### config.mk
export PLATFORM = sky130hd
export DESIGN_NAME = crc9_parallel_engine
export DESIGN_NICKNAME = d
export VERILOG_FILES = /design/src/rtl/crc9_parallel_engine.sv
export SDC_FILE = /design/constraint.sdc
export NUM_CORES = 1
export LEC_CHECK = 0
export CAP_MARGIN = 20
export CELL_PAD_IN_SITES_DETAIL_PLACEMENT = 0
export CELL_PAD_IN_SITES_GLOBAL_PLACEMENT = 1
export CORE_MARGIN = 4
export CORE_UTILIZATION = 45
export CTS_BUF_LIST = sky130_fd_sc_hd__clkbuf_8
export DETAILED_ROUTE_END_ITERATION = 8
export DONT_BUFFER_PORTS = 1
export GPL_TIMING_DRIVEN = 0
export PLACE_DENSITY_LB_ADDON = 0.1
export SYNTH_ARGS = -nofsm -noshare
export SYNTH_HDL_FRONTEND = slang
export SYNTH_SLANG_ARGS = --single-unit
### constraint.sdc
create_clock -name clk -period 1.7 [get_ports clk]
set_clock_uncertainty 0.05 [all_clocks]
set_input_delay 0.34 -clock clk [delete_from_list [all_inputs] [get_ports clk]]
set_output_delay 0.34 -clock clk [all_outputs]
set_load 0.1 [all_outputs]
### src/rtl/crc9_parallel_engine.sv
// Single-cycle parallel CRC-9 (G = 0x333) over one 16-bit word, registered with
// a valid strobe and a compare-against-reference flag. Each word starts from INIT.
module crc9_parallel_engine #(
  parameter int              DATA_W = 16,
  parameter int              CRC_W  = 9,
  parameter logic [CRC_W-1:0] POLY  = 9'h133,
  parameter logic [CRC_W-1:0] INIT  = 9'h000
) (
  input  logic              clk,
  input  logic              rst,
  input  logic              data_valid,
  input  logic [DATA_W-1:0] data_in,
  input  logic [CRC_W-1:0]  crc_ref,
  output logic [CRC_W-1:0]  crc_out,
  output logic              crc_valid,
  output logic              crc_match
);

  localparam int STAGES = 1;

  typedef struct packed {
    logic [DATA_W-1:0] data;
    logic [CRC_W-1:0]  ref_crc;
  } req_t;

  typedef struct packed {
    logic [CRC_W-1:0] crc;
    logic             match;
  } rsp_t;

  // Unrolled MSB-first shift/XOR; synthesis flattens this into an XOR matrix.
  function automatic logic [CRC_W-1:0] crc_calc(input logic [DATA_W-1:0] d);
    logic [CRC_W-1:0] c;
    logic             fb;
    c = INIT;
    for (int i = DATA_W-1; i >= 0; i--) begin
      fb = c[CRC_W-1] ^ d[i];
      c  = {c[CRC_W-2:0], 1'b0} ^ (fb ? POLY : '0);
    end
    return c;
  endfunction

  req_t              req;
  rsp_t              rsp_d, rsp_q;
  logic [STAGES:1]   vld_pipe;

  always_comb begin
    req.data    = data_in;
    req.ref_crc = crc_ref;
    rsp_d.crc   = crc_calc(req.data);
    rsp_d.match = (rsp_d.crc == req.ref_crc);
  end

  // Reset wins over a word presented in the same cycle; idle cycles hold the result.
  always_ff @(posedge clk) begin
    if (rst) begin
      rsp_q       <= '0;
      vld_pipe[1] <= 1'b0;
    end else begin
      vld_pipe[1] <= data_valid;
      if (data_valid) rsp_q <= rsp_d;
    end
  end

  assign crc_out   = rsp_q.crc;
  assign crc_match = rsp_q.match;
  assign crc_valid = vld_pipe[STAGES];

endmodule

=== Yosys cells after proc, flatten, opt, wreduce, memory -nomap -nowiden ===
Cells that the tools add are included.

* Register bits after elaboration: 11
* Input bits: 28
* Output and inout bits: 11
* Word-level logic and storage cells: 50

* Eq/ne operators: 1
* Mux-type cells: 16
* Bitwise operators: 30

{| class="wikitable"
|+ Operator list
! operator !! count
|-
| $mux W9 || 16
|-
| $xor A9 B9 Y9 || 15
|-
| $xor A1 B1 Y1 || 15
|-
| $eq A9 B9 Y1 || 1
|}

=== Longest topological paths before layout ===
* Depth after elaboration: 47
* Gate-level depth with buffers: 5
* Depth with buffers taken out: 5

=== Least setup slack after synthesis ===
OpenSTA, ideal clock, no wires.

* Path type: input to register
* Start point: input port data_in[1]
* End point: register rsp_q (netlist bit crc_match)
* Setup time: 0.087 ns
* Data arrival time: 1.412 ns
* Data required time: 1.563 ns
* Slack: 0.151 ns
* Stages: 5
* Path buffers: 0
* Path through: xnor2_2 -> xnor2_2 -> o21ai_0 -> a221o_1 -> o31ai_1

* Word-level cells in the longest chain between the ends: 7

{| class="wikitable"
|+ RTL lines
! item !! RTL line !! text
|-
| start, declared || 12 || <nowiki>input logic [DATA_W-1:0] data_in,</nowiki>
|-
| $xor A1 B1 Y1 (*) || 37 || <nowiki>fb = c[CRC_W-1] ^ d[i];</nowiki>
|-
| $mux W9 (*) || 38 || <nowiki>c = {c[CRC_W-2:0], 1'b0} ^ (fb ? POLY : '0);</nowiki>
|-
| $xor A9 B9 Y9 (*) || 38 ||
|-
| $xor A1 B1 Y1 || 37 ||
|-
| $mux W9 || 38 ||
|-
| $xor A9 B9 Y9 (*) || 38 ||
|-
| $eq A9 B9 Y1 (*) || 51 || <nowiki>rsp_d.match = (rsp_d.crc == req.ref_crc);</nowiki>
|-
| end signal, assigned || 61 || <nowiki>if (data_valid) rsp_q <= rsp_d;</nowiki>
|-
| end, declared || 44 || <nowiki>rsp_t rsp_d, rsp_q;</nowiki>
|}

Mark *: on every way between the ends. The rest lies on a longest branch, timed or not.
A chain may end at the register's enable or synchronous reset.

=== Worst setup path after layout ===
* Start point: register rsp_q (netlist bit crc_out[5])
* End point: output port crc_out[5]

{| class="wikitable"
|+ RTL lines
! item !! RTL line !! text
|-
| end, declared || 14 || <nowiki>output logic [CRC_W-1:0] crc_out,</nowiki>
|}

No word-level cell between the ends.

==> impl_metrics.toml <==
[grt]
grt_max_degree = 11
grt_antenna_before_repair = 0
grt_usage = 0.1286
grt_first_pass_wirelength_um = 2366
grt_pass1_vias = 557
overflow = 0

[placed_design]
dp_slack_ps = 37.43
gp_congestion = 0.6711
dp_cells = 94
dp_hpwl_um = 1199
place_area_um2 = 768.2
port_buffers = 0

[timing]
setup_violations = 0
slew_headroom = 0.3464
finalCriticalPeriod_ps = 1593
finalHoldViolations = 0
tns_ps = 0
hold_ws_ps = 295.6
worst_pin_slew_ps = 979.1
fin_ws_ps = 106.7
timing.fmax_mhz = 627.6
rsz0062_at_grt = "false"
slew_violations = 0
period_share = 0.9372

[synth]
synth_area_um2 = 748.2
synthCells = 78
avgSynthCellArea_um2 = 9.593
yosysSeqAreaShare = 0.2943
synth_nets = 106
synthDistinctLibCells = 25
ys_seq_elements = 11
yosys_warnings = 0

[route]
vias_per_cell = 5.418
wl_per_cell_um = 14.43
drc = 0
dr_total_vias = 531
drt_wl_total_um = 1414
drt_first_pass_iters = 3
drt_iter0_drc = 5
ant_nets = 0

[floorplan]
core_um2 = 1541
die_height_um = 48.78
start_util = 0.4854
io_pins = 39
rows = 14
chipWidth_um = 48.78
dieArea_um2 = 2379

[clock_tree]
cts.sinks = 11
cts_hold_buf = 0
clk_pin_slew_ps = 50
cts_resized = 0
clk_latency_ps = 240
cts_setup_buffers = 0
cts_tree = "built"
clockBufferDepth = 2
htreeDepth = 1
numCtsBuffers = 3
cts-root-buf = "clkbuf_8"

[cells_and_area]
final_util = 0.5284
layout.nets = 111
fin_cells = 98
layout_commonest_cell = "xnor2_1"
layout_common_cells = "xnor2_1 (18), nor2_1 (11), dfxtp_1 (11), mux2i_1 (7)"
drive_gt1_frac = 0.1341
areaGrowthSynthToFinish_pct = 8.863
design_area_um2 = 814.5
n_antenna_cell = 0

[worst_setup_path]
cp-start-kind = "register"
cp.arrival_ps = 1200
cp-end-kind = "output pin"
crit_required_ps = 1310
cp_max_fo = 2
critPathKind = "reg2out"

[pwr]
power.static_leakage_nw = 0.3068
p_total_mw = 0.9538
power_density_nw_per_um2 = 1171
max-vdd-ir-drop_uv = 764.3

[min_path]
hold_class = "in2reg"

[run]
drv_cap = 0

[run_status]
status = "complete, no violations"
final timing paths:
path,startpoint,endpoint,slack (ps),depth (start not counted)
worst max-delay path,crc_out[5],crc_out[5],110,0
worst min register to register,crc_match,crc_match,880,2
worst max register to register,crc_out[0],crc_out[0],300,2
worst min-delay path,data_in[11],crc_out[8],300,2
report_power, final:
part | internal (mW) | total [mW] | switching [mW]
registers | 0.284 | 0.484 | 0.200
clock network | 0.161 | 0.254 | 0.0932
logic | 0.117 | 0.216 | 0.0988
metal layers:
layer | wire length (µm) | share of wire | track usage
met2 | 614 | 0.43 | 0.1891
met4 | 0 | 0 | 0.02691
met3 | 198 | 0.14 | 0.09480
met5 | 0 | 0 | 0
met1 | 601 | 0.43 | 0.1498
Yosys cell counts:
master / number / area (µm²)
a211oi_1: 1 / 7.510
a22o_1: 2 / 17.52
mux2i_1: 7 / 70.07
a2bb2oi_1: 1 / 8.760
xnor2_4: 1 / 27.53
and3_2: 1 / 7.510
dfxtp_1: 11 / 220.2
nand2_1: 2 / 7.510
o21ai_0: 4 / 20.02
nand3b_1: 1 / 7.510
nor3_1: 3 / 15.01
xnor2_1: 18 / 157.7
nor2b_1: 1 / 6.260
o211ai_1: 1 / 7.510
xor2_1: 1 / 8.760
and2_1: 1 / 6.260
nand3_1: 1 / 5.000
a211oi_2: 1 / 12.51
buf_1: 1 / 3.750
o31ai_1: 1 / 7.510
inv_1: 1 / 3.750
nor2_1: 11 / 41.29
xnor2_2: 4 / 65.06
a221o_1: 1 / 10.01
clkbuf_1: 1 / 3.750
flip-flops by register name (all words and copies together), names as in the netlist:
signal / count
crc_out: 9
crc_match: 1
crc_valid: 1
cells by family after synthesis:
| family | share of synthesized area |
|---|---|
| buf+inv | 0.01504 |
| mux | 0.09365 |
| simple gates | 0.1288 |
| flops | 0.2943 |
| compound gates | 0.1221 |
| xor+xnor | 0.3462 |
final cells by class:
| cell class | count | area [µm²] |
|---|---|---|
| Buffer | 2 | 7.507 |
| Clock buffer | 3 | 41.29 |
| Clock inverter | 1 | 5.005 |
| Fill cell | 162 | 726.9 |
| Inverter | 1 | 3.754 |
| Multi-Input combinational cell | 64 | 516.7 |
| Sequential cell | 11 | 220.2 |
| Tap cell | 16 | 20.02 |
Power figures use the tool's default switching activity.
